**src/rtl/present_decrypt_if.sv**
```systemverilog
// rtl/present_decrypt_if.sv - request/response bundle for the PRESENT-80 decryptor
interface present_decrypt_if;
  logic [79:0] master_key;
  logic [63:0] cipher_text;
  logic        start;
  logic [63:0] out;
  logic        ended;
  logic        busy;

  modport master (output master_key, cipher_text, start, input out, ended, busy);
  modport slave  (input master_key, cipher_text, start, output out, ended, busy);
endinterface

```
**src/rtl/present_decrypt.sv**
```systemverilog
// rtl/present_decrypt.sv - PRESENT-80 iterative decryptor
// Runs the key schedule forward to K32, then peels off rounds while stepping it back.
module present_decrypt (
  input  logic             clk,
  input  logic             rst,
  present_decrypt_if.slave bus
);
  typedef enum logic [2:0] {IDLE, KEYEXP, WHITEN, DECRYPT, DONE} state_t;

  state_t      state;
  logic [79:0] key_reg;
  logic [63:0] data_reg;
  logic [4:0]  cnt;
  logic [79:0] key_prev;
  logic [63:0] data_prev;

  function automatic logic [3:0] sbox(input logic [3:0] x);
    case (x)
      4'h0: return 4'hC; 4'h1: return 4'h5; 4'h2: return 4'h6; 4'h3: return 4'hB;
      4'h4: return 4'h9; 4'h5: return 4'h0; 4'h6: return 4'hA; 4'h7: return 4'hD;
      4'h8: return 4'h3; 4'h9: return 4'hE; 4'hA: return 4'hF; 4'hB: return 4'h8;
      4'hC: return 4'h4; 4'hD: return 4'h7; 4'hE: return 4'h1; default: return 4'h2;
    endcase
  endfunction

  function automatic logic [3:0] inv_sbox(input logic [3:0] x);
    case (x)
      4'h0: return 4'h5; 4'h1: return 4'hE; 4'h2: return 4'hF; 4'h3: return 4'h8;
      4'h4: return 4'hC; 4'h5: return 4'h1; 4'h6: return 4'h2; 4'h7: return 4'hD;
      4'h8: return 4'hB; 4'h9: return 4'h4; 4'hA: return 4'h6; 4'hB: return 4'h3;
      4'hC: return 4'h0; 4'hD: return 4'h7; 4'hE: return 4'h9; default: return 4'hA;
    endcase
  endfunction

  // Forward pLayer moves bit i to 16*i mod 63, so the inverse reads from there.
  function automatic logic [63:0] inv_player(input logic [63:0] d);
    logic [63:0] r;
    for (int i = 0; i < 63; i++) r[i] = d[(16 * i) % 63];
    r[63] = d[63];
    return r;
  endfunction

  function automatic logic [63:0] inv_sbox_layer(input logic [63:0] d);
    logic [63:0] r;
    for (int n = 0; n < 16; n++) r[4*n +: 4] = inv_sbox(d[4*n +: 4]);
    return r;
  endfunction

  function automatic logic [79:0] fwd_update(input logic [79:0] k, input logic [4:0] i);
    logic [79:0] r;
    r          = {k[18:0], k[79:19]};
    r[79:76]   = sbox(r[79:76]);
    r[19:15]   = r[19:15] ^ i;
    return r;
  endfunction

  function automatic logic [79:0] inv_update(input logic [79:0] k, input logic [4:0] i);
    logic [79:0] r;
    r          = k;
    r[19:15]   = r[19:15] ^ i;
    r[79:76]   = inv_sbox(r[79:76]);
    return {r[60:0], r[79:61]};
  endfunction

  assign key_prev  = inv_update(key_reg, cnt);
  assign data_prev = inv_sbox_layer(inv_player(data_reg)) ^ key_prev[79:16];

  always_ff @(posedge clk) begin
    if (rst) begin
      state     <= IDLE;
      key_reg   <= '0;
      data_reg  <= '0;
      cnt       <= '0;
      bus.out   <= '0;
      bus.ended <= 1'b0;
      bus.busy  <= 1'b0;
    end else begin
      case (state)
        IDLE: begin
          if (bus.start) begin
            key_reg  <= bus.master_key;
            data_reg <= bus.cipher_text;
            cnt      <= 5'd1;
            bus.busy <= 1'b1;
            state    <= KEYEXP;
          end
        end
        KEYEXP: begin
          key_reg <= fwd_update(key_reg, cnt);
          if (cnt == 5'd31) state <= WHITEN;
          else              cnt   <= cnt + 5'd1;
        end
        WHITEN: begin
          data_reg <= data_reg ^ key_reg[79:16];
          state    <= DECRYPT;
        end
        DECRYPT: begin
          key_reg  <= key_prev;
          data_reg <= data_prev;
          if (cnt == 5'd1) begin
            bus.out   <= data_prev;
            bus.ended <= 1'b1;
            bus.busy  <= 1'b0;
            state     <= DONE;
          end else begin
            cnt <= cnt - 5'd1;
          end
        end
        DONE: begin
          // A held start must drop before another request is taken.
          if (!bus.start) begin
            bus.ended <= 1'b0;
            state     <= IDLE;
          end
        end
        default: state <= IDLE;
      endcase
    end
  end
endmodule

```
**src/flat_wrapper.sv**
```systemverilog
// flat-port wrapper written by rule: the top's interface ports become plain ports
module present_decrypt_flat 
  (clk, rst, bus_master_key, bus_cipher_text, bus_start, bus_out, bus_ended, bus_busy);
  present_decrypt_if bus_i ();
  input  logic clk;
  input  logic rst;
  input wire logic [$bits(bus_i.master_key)-1:0] bus_master_key;
  input wire logic [$bits(bus_i.cipher_text)-1:0] bus_cipher_text;
  input wire logic [$bits(bus_i.start)-1:0] bus_start;
  output wire logic [$bits(bus_i.out)-1:0] bus_out;
  output wire logic [$bits(bus_i.ended)-1:0] bus_ended;
  output wire logic [$bits(bus_i.busy)-1:0] bus_busy;
  assign bus_i.master_key = bus_master_key;
  assign bus_i.cipher_text = bus_cipher_text;
  assign bus_i.start = bus_start;
  assign bus_out = bus_i.out;
  assign bus_ended = bus_i.ended;
  assign bus_busy = bus_i.busy;
  present_decrypt u_core (.clk(clk), .rst(rst), .bus(bus_i));
endmodule
```
**config.mk**
```make
export PLATFORM = sky130hd
export DESIGN_NAME = present_decrypt_flat
export DESIGN_NICKNAME = d
export VERILOG_FILES = /design/src/rtl/present_decrypt_if.sv /design/src/rtl/present_decrypt.sv /design/src/flat_wrapper.sv
export SDC_FILE = /design/constraint.sdc
export NUM_CORES = 1
export LEC_CHECK = 0
export CAP_MARGIN = 20
export CORE_MARGIN = 10
export CORE_UTILIZATION = 45
export CTS_CLUSTER_DIAMETER = 60
export DETAILED_ROUTE_END_ITERATION = 10
export PLACE_DENSITY = 0.69
export SLEW_MARGIN = 30
export SYNTH_ARGS = -nofsm -noshare
export SYNTH_HDL_FRONTEND = slang
export SYNTH_SLANG_ARGS = --single-unit
```
**constraint.sdc**
```tcl
create_clock -name clk -period 3.15 [get_ports clk]
set_clock_uncertainty 0.2 [all_clocks]
set_input_delay 0.63 -clock clk [delete_from_list [all_inputs] [get_ports clk]]
set_output_delay 0.63 -clock clk [all_outputs]
set_load 0.02 [all_outputs]
```
==> run_results.csv, run 1 <==
group,metric,value,unit
worst_setup_path,setup.worst_path.end_class,"flip-flop",
timing,setup_viol,0,
cts,clk_path_buf_depth,3,
synth,ys_ff_latch,290,
power,p_sw,4.08,mW
cts,cts_sinks,290,
synth,synth_common_cells,"290 x dfxtp_1, 230 x nand2_1, 200 x a21oi_1",
synth,synthTopCellsByArea,"dfxtp_1 33%, ha_1 7.8%, mux2i_1 7.7%",
power,leakagePower,9.58,nW
synth,avgSynthCellArea,8.42,um^2
timing,hold_viol_final,0,
synth,synth_seq_area_share,32.7,%
power,power_frac_clock,38.4,%
placement,dp_hpwl,59500,um
timing,fmax,332,MHz
timing,slew-limit-headroom,39.9,%
status,status,"complete, no violations",
synth,yosysMostFrequentCell,"dfxtp_1",
cts,clkTransAtPathRegs,50,ps
worst_setup_path,critical_path_class,"flip-flop to flip-flop",
cts,postCtsHoldBufs,0,
synth,ys_types,89,
flow_run,timing.max_cap.violations,0,
placement,finalWeightedCongestion,1.03,
power,comb_power_share,26.0,%
timing,period_minus_slack,3010,ps
placement,pre_cts_ws,-577,ps
floorplanning,fp.coreArea,38800,um^2
power,p_per_area,529,nW/um^2
timing,period_share,95.5,%
cts,cts_buffers,40,
routing,wl_per_cell,25.4,um
synth,synth_top_area_cell,"dfxtp_1",
power,total_power,12.6,mW
routing,drtPass1Iterations,6,
floorplanning,die_w,219,um
worst_hold_path,hp-class,"flip-flop to flip-flop",
finish,area_growth,34.1,%
power,sw_frac_of_total,32.4,%
synth,yosys_warnings,0,
finish,diodes,0,
global_route,overflow,0,
floorplanning,start_util,45.7,%
timing,whs,252,ps
synth,synth_edf_count,0,
floorplanning,ios,213,
cts,clk_latency,570,ps
finish,regArea,5810,um^2
placement,io_buffers,212,
finish,n_fill_cell,3388,
synth,async_flop_share,0,%
timing,setup_slack,142,ps
routing,drtIter0Drc,2230,
synth,synth_cells,2106,
finish,layout-drive-gt1-share,19.3,%
routing,via_per_inst,5.96,
power,ir_worst_vdd,0.000445,V
timing,slew_violations,0,
worst_setup_path,crit_required,3410,ps
finish,multi_input_area,10800,um^2
finish,num-nets-final,2782,
power,intPower,8.50,mW
synth,synth_top_area_share,32.7,%
cts,cts_root_buffer,"clkbuf_16",
floorplanning,die_y,219,um
routing,ant_nets,0,
worst_setup_path,cp_max_fo,19,
floorplanning,fp-row-count,72,
power,seqPwrFrac,35.6,%
routing,drc,0,
synth,syn_area,17700,um^2
cts,h-tree-depth,2,
floorplanning,dieArea,47800,um^2
global_route,grt_pass1_wl,114000,um
worst_setup_path,arrival,3270,ps
timing,tightest_slew,901,ps
routing,vias,18320,
synth,synth_nets,2364,
cts,tritoncts,"built",
global_route,grtUsageTotal,31.5,%
synth,ys.flop_type,"dfxtp_1",
global_route,grt_pass1_vias,17562,
worst_setup_path,start_kind,"flip-flop",
routing,routed_wl,78200,um
global_route,antenna_found_initial,1,
global_route,grt_max_degree,124,
timing,rsz0062_at_grt,"false",
==> metrics by stage <==
stage          setup TNS (ps)  utilization, %  cell area (um^2)  std cells
2_1_floorplan               0               -             17800       2106
3_3_place_gp           -32140            57.4             22300       2995
4_1_cts                     0            61.1             23700       3068
6_report                    0            61.2             23800       3073
3_5_place_dp           -34290            57.4             22300       2995
5_1_grt                     0            61.2             23800       3073
==> timing repair <==
item / CTS / global route
buffers inserted: 0 / 5
gates cloned: 0 / 0
gates resized for setup: 1 / 3
endpoints found under the setup margin: 1 / 57
pin swaps: 0 / 2
endpoints found under the hold margin: 0 / 0
==> layout by cell type, fill, tap and decap left out, types with 30 or more instances in the layout <==
| cell type | instances |
|---|---|
| clkdlybuf4s50_1 | 210 |
| buf_4 | 311 |
| a221oi_1 | 32 |
| inv_1 | 94 |
| clkbuf_16 | 42 |
| a21oi_1 | 199 |
| xnor2_1 | 56 |
| o21ai_0 | 70 |
| nor2_1 | 183 |
| mux2_2 | 30 |
| o211ai_1 | 81 |
| nand2_1 | 230 |
| xor2_1 | 42 |
| a211oi_1 | 56 |
| dfxtp_1 | 287 |
| mux2i_1 | 137 |
| ha_1 | 109 |
==> metal layers <==
layer | wire, um | part of all wire, % | track usage, % | vias to the layer above
met3 | 8890 | 11 | 7.44 | 201
met2 | 33300 | 43 | 46.7 | 1090
met1 | 31900 | 41 | 42.0 | 8705
met5 | 0 | 0 | 0 | -
met4 | 4120 | 5.3 | 15.8 | 0
li1 | - | - | - | 8324
==> worst max-delay path, cell delays in order, from the launching register on <==
cell and delay (ps):
dfxtp_4 520, buf_4 240, nand2b_1 230, o21ai_0 540, and2_1 260, inv_1 80
ha_1 380, mux2_2 290, mux2i_1 180
==> layout make-up <==
cell class	instances	share of cell area, %
Clock buffer	57	5.04
Clock inverter	16	0.879
Inverter	102	1.62
Multi-Input combinational cell	1555	45.5
Sequential cell	290	24.4
Tap cell	518	2.73
Timing Repair Buffer	535	19.8
==> kinds of logic (layout without fill, tap and decap cells) <==
logic type / Yosys count / after routing / share of synthesized area [%]
xor+xnor: 99 / 99 / 4.97
compound gates: 601 / 601 / 23.5
buf+inv: 261 / 710 / 6.62
simple gates: 574 / 574 / 14.4
mux: 170 / 170 / 9.95
flops: 290 / 290 / 32.7
fa+ha+maj: 111 / 111 / 7.83
==> power by group through the flow <==
stage / clock [mW] / sequential [mW] / combinational (mW)
3_3_place_gp: 0 / 4.52 / 3.12
3_5_place_dp: 0 / 4.52 / 3.15
2_1_floorplan: 0 / 4.33 / 1.75
4_1_cts: 4.86 / 4.45 / 3.19
5_1_grt: 5.01 / 4.48 / 3.47
6_report: 4.83 / 4.48 / 3.27
==> worst paths after layout <==
kind	from	endpoint	slack, ps	cells past startpoint
worst min-delay path	u_core.bus.out[2]	u_core.bus.out[2]	250	2
worst max-delay path	u_core.state[1]	flip-flop	140	8
worst max register to register	u_core.state[1]	flip-flop	140	8
worst min register to register	u_core.bus.out[2]	u_core.bus.out[2]	250	2
Note: power is estimated with default switching activity, not from simulation.
==> run 2: changes to the inputs <==
CORE_ASPECT_RATIO = 1.1   (was not set)
==> run 2 against run 1 <==
  * Setup slack got worse by 100 ps
  * Largest cell class unchanged
  * Global-route usage decreased by 1.6 points
  * Non-clock buffer count increased by 1
  * Total power decreased by 0.50%
  * Highest routed layer is now met5
  * Largest power group unchanged
==> run_results.csv, run 2 (synthesized netlist as in run 1, its figures left out) <==
group,metric,value,unit
placement,finalWeightedCongestion,1.06,
timing,fmax,322,MHz
cts,cts_sinks,290,
worst_setup_path,reg2reg_depth,11,
worst_setup_path,critical_path_class,"flip-flop to flip-flop",
cts,postCtsHoldBufs,0,
worst_hold_path,holdPathStages,2,
floorplanning,fp-row-count,76,
placement,io_buffers,212,
timing,setup_viol,0,
worst_setup_path,cp_max_fo,3,
worst_setup_path,r2r_setup_slack,40,ps
worst_setup_path,arrival,3340,ps
global_route,grt_max_degree,80,
timing,hold_viol_final,0,
routing,vias,18422,
routing,drc,0,
worst_setup_path,r2r_start,"u_core.key_reg[19]",
global_route,grtUsageTotal,29.9,%
routing,drtIter0Drc,1975,
worst_setup_path,setup.worst_path.end_class,"flip-flop",
worst_setup_path,crit_path_max_incr_delay,380,ps
timing,tightest_slew,833,ps
floorplanning,start_util,45.4,%
finish,num-nets-final,2780,
finish,multi_input_area,10900,um^2
worst_hold_path,hp-start,"u_core.bus.out[21]",
power,leakagePower,9.56,nW
global_route,overflow,0,
finish,final_cell_mix,"313 x buf_4, 286 x dfxtp_1, 230 x nand2_1",
power,ir_worst_vdd,0.000365,V
cts,clk_path_buf_depth,3,
finish,fin_cells,3058,
placement,dp_hpwl,58000,um
global_route,grt_pass1_wl,111000,um
timing,period_share,98.7,%
timing,fin_setup_tns,0,ps
timing,rsz0062_at_grt,"false",
worst_hold_path,hold_end,"u_core.bus.out[21]",
routing,routed_wl,75400,um
cts,clk_latency,550,ps
cts,clkTransAtPathRegs,60,ps
finish,regArea,5820,um^2
status,status,"complete, no violations",
floorplanning,die_y,228,um
cts,tritoncts,"built",
flow_run,timing.max_cap.violations,0,
worst_setup_path,crit_required,3380,ps
cts,cts_root_buffer,"clkbuf_16",
finish,n_fill_cell,3389,
floorplanning,dieArea,47800,um^2
floorplanning,ios,213,
worst_setup_path,start_kind,"flip-flop",
floorplanning,fp.coreArea,39100,um^2
finish,area_growth,33.9,%
routing,ant_nets,0,
global_route,grt_pass1_vias,17445,
timing,slew-limit-headroom,44.5,%
routing,via_per_inst,6.02,
placement,place_inst,2988,
finish,layout-drive-gt1-share,19.5,%
routing,drtPass1Iterations,6,
worst_hold_path,hp-class,"flip-flop to flip-flop",
timing,slew_violations,0,
cts,cts_buffers,37,
worst_setup_path,cp_slowest_cell,"a311oi_2",
power,total_power,12.5,mW
finish,diodes,0,
power,p_per_area,527,nW/um^2
finish,layout_commonest_cell,"buf_4",
global_route,antenna_found_initial,4,
worst_setup_path,crit_chain,"xnor2_2 > xnor2_2 > o22ai_2 > buf_4 > a311oi_2 > and2_1 > inv_1 > ha_1 > inv_1 > mux2_2 > a211o_1",
timing,period_minus_slack,3110,ps
routing,wl_per_cell,24.6,um
floorplanning,die_w,209,um
cts,h-tree-depth,2,
-- run 2: critical path: cells and delay by family (launching register included) --
kind                       cells  cell delay, ps
xor gates and xnor gates       2             460
adders and majority gates      1             320
AOI/OAI and AO/OA              3             830
and+or+nand+nor                1             240
buffers and inverters          3             320
DFF                            1             360
muxes                          1             260
-- run 2: worst max-delay path by stage --
stage | endpoint | from | cells after the start
4_1_cts | flip-flop | u_core.key_reg[19] | 11
5_1_grt | flip-flop | u_core.state[0] | 12
3_5_place_dp | flip-flop | bus_start | 12
2_1_floorplan | flip-flop | bus_start | 11
6_report | flip-flop | u_core.key_reg[19] | 11
3_3_place_gp | flip-flop | bus_start | 12
-- run 2: through the flow --
step                utilization, %  cell area (um^2)  hold slack (ps)  setup WS (ps)
floorplan                        -             17800              266           3.13
global placement              57.0             22300              244           -682
detailed placement            57.0             22300              249           -774
CTS                           60.7             23700              257           10.2
global route                  60.8             23800              270         0.0631
finish                        60.8             23800              254           39.7
-- run 2: layout make-up --
class / count / share of cell area (%)
Inverter: 102 / 1.62
Clock inverter: 20 / 1.27
Sequential cell: 290 / 24.5
Tap cell: 507 / 2.67
Clock buffer: 48 / 4.50
Timing Repair Buffer: 536 / 19.7
Multi-Input combinational cell: 1555 / 45.8
-- run 2: layer usage --
layer  track usage [%]  part of all wire, %  up-vias  wire length, um
met5                 0                0.017        -               13
met4              14.4                  5.1        2             3840
met3              6.72                   12      196             8810
met2              45.2                   43     1102            32700
met1              39.4                   40     8802            30000
li1                  -                    -     8320                -
-- run 2: report_power, final --
part	internal [mW]	switching [mW]	total, mW
Clock	2.99	1.79	4.78
Combinational	1.48	1.78	3.26
Sequential	4.05	0.422	4.47
-- run 2: what timing repair did --
item	in CTS	in global routing
endpoints found under the setup margin	19	10
pin swaps	1	2
gates resized for setup	8	7
buffers inserted	0	2
==> run 3: changes to the inputs <==
CORE_ASPECT_RATIO = 1.25   (was 1.1)
==> run 3 against run 2 <==
  * Routed wire length is 2.1% higher
  * Maximum frequency is 2.9% higher
  * Sequential power hardly changed
  * Sequential share of layout area is 0.25 points higher
  * Combinational power is 2% higher
  * First-iteration DRC count is 5.7% lower
  * Highest routed layer unchanged
==> run_results.csv, run 3 (synthesized netlist as in run 1, its figures left out) <==
group,metric,value,unit
worst_setup_path,start_kind,"primary input",
power,comb_power_share,27.7,%
floorplanning,die_y,242,um
placement,post_dp_cell_area,22300,um^2
placement,finalWeightedCongestion,1.01,
routing,ant_nets,0,
routing,drc,0,
routing,drtPass1Iterations,7,
floorplanning,start_util,45.5,%
global_route,grt_max_degree,94,
finish,layout_commonest_cell,"buf_4",
floorplanning,fp.coreArea,39000,um^2
finish,num-nets-final,2771,
floorplanning,ios,213,
routing,vias,18292,
worst_setup_path,crit_required,3370,ps
power,leakagePower,9.43,nW
worst_setup_path,cp_max_fo,13,
cts,cts_buffers,35,
flow_run,timing.max_cap.violations,0,
global_route,grtUsageTotal,31.0,%
finish,final_cell_mix,"302 x buf_4, 287 x dfxtp_1, 230 x nand2_1",
finish,layout-drive-gt1-share,18.9,%
timing,period_minus_slack,3020,ps
timing,fmax,331,MHz
power,p_sw,3.98,mW
floorplanning,dieArea,47800,um^2
cts,postCtsHoldBufs,0,
worst_setup_path,critical_path_class,"primary input to flip-flop",
power,seqPwrFrac,37.3,%
worst_setup_path,arrival,3250,ps
timing,slew_violations,0,
finish,stdcell_area,23500,um^2
worst_hold_path,hp-class,"flip-flop to flip-flop",
cts,h-tree-depth,2,
power,power_frac_clock,35.0,%
timing,tightest_slew,908,ps
cts,clkTransAtPathRegs,60,ps
floorplanning,die_w,198,um
routing,drtIter0Drc,1863,
routing,wl_per_cell,25.4,um
power,sw_frac_of_total,33.3,%
timing,hold_viol_final,0,
timing,period_share,95.9,%
global_route,grt_pass1_vias,17934,
timing,setup_viol,0,
timing,whs,255,ps
cts,cts_sinks,290,
power,intPower,7.98,mW
finish,area_growth,32.5,%
global_route,grt_pass1_wl,113000,um
status,status,"complete, no violations",
cts,clk_latency,540,ps
power,total_power,12.0,mW
timing,slew-limit-headroom,39.3,%
worst_setup_path,setup.worst_path.end_class,"flip-flop",
finish,diodes,0,
global_route,antenna_found_initial,2,
cts,clk_path_buf_depth,3,
cts,tritoncts,"built",
power,ir_worst_vdd,0.000390,V
routing,routed_wl,77000,um
power,p_per_area,509,nW/um^2
cts,cts_root_buffer,"clkbuf_16",
timing,fin_setup_tns,0,ps
global_route,overflow,0,
placement,dp_hpwl,58600,um
floorplanning,fp-row-count,81,
routing,via_per_inst,6.03,
placement,io_buffers,212,
run 3: through the flow:
stage	utilization (%)	worst slack, ps	std cells
after CTS	60.1	80.9	3032
after detailed placement	57.1	-635	2972
after global placement	57.1	-583	2972
final	60.2	128	3034
after floorplan	-	3.13	2106
after global routing	60.2	-4.35	3034
run 3: final cells by class:
class                      instances  area (um^2)
fill                            3439        15500
multi-input combinational       1555        10800
sequential                       290         5810
timing repair buffer             529         4680
clock buffer                      45         1020
tap                              498          623
inverter                         102          384
clock inverter                    15          153
run 3: worst paths after layout:
path                       from                 end  slack [ps]  cells after the start
max                   bus_start           flip-flop         130                     13
min          u_core.bus.out[42]  u_core.bus.out[42]         250                      2
max reg2reg     u_core.state[0]           flip-flop         130                      9
min reg2reg  u_core.bus.out[42]  u_core.bus.out[42]         250                      2
run 3: layer usage:
metal | wire, um | GRT usage (%)
met1 | 29600 | 37.8
met5 | 8 | 0
met2 | 34300 | 48.3
met4 | 5640 | 20.4
met3 | 7440 | 6.50
run 3: critical path, cell delays in order:
cell	delay, ps
dlygate4sd2_1	350
or3b_1	410
buf_4	220
a21oi_1	140
o21ai_0	120
a21oi_1	230
buf_4	170
inv_1	70
ha_1	330
inv_1	70
mux2_2	260
a32oi_1	150
o31ai_1	100
run 3: repair_timing:
| action | 4_1_cts | 5_1_grt |
|---|---|---|
| pin swaps | 0 | 2 |
| buffers inserted | 0 | 2 |
| gates resized for setup | 3 | 6 |
| endpoints found under the setup margin | 23 | 7 |
| gates cloned | 0 | 0 |
| endpoints found under the hold margin | 0 | 0 |
run 3: power groups by stage:
stage / sequential, mW / combinational (mW) / clock, mW
2_1_floorplan: 4.33 / 1.75 / 0
3_3_place_gp: 4.51 / 3.16 / 0
3_5_place_dp: 4.52 / 3.22 / 0
4_1_cts: 4.44 / 3.25 / 4.21
5_1_grt: 4.47 / 3.51 / 4.34
6_report: 4.46 / 3.32 / 4.19
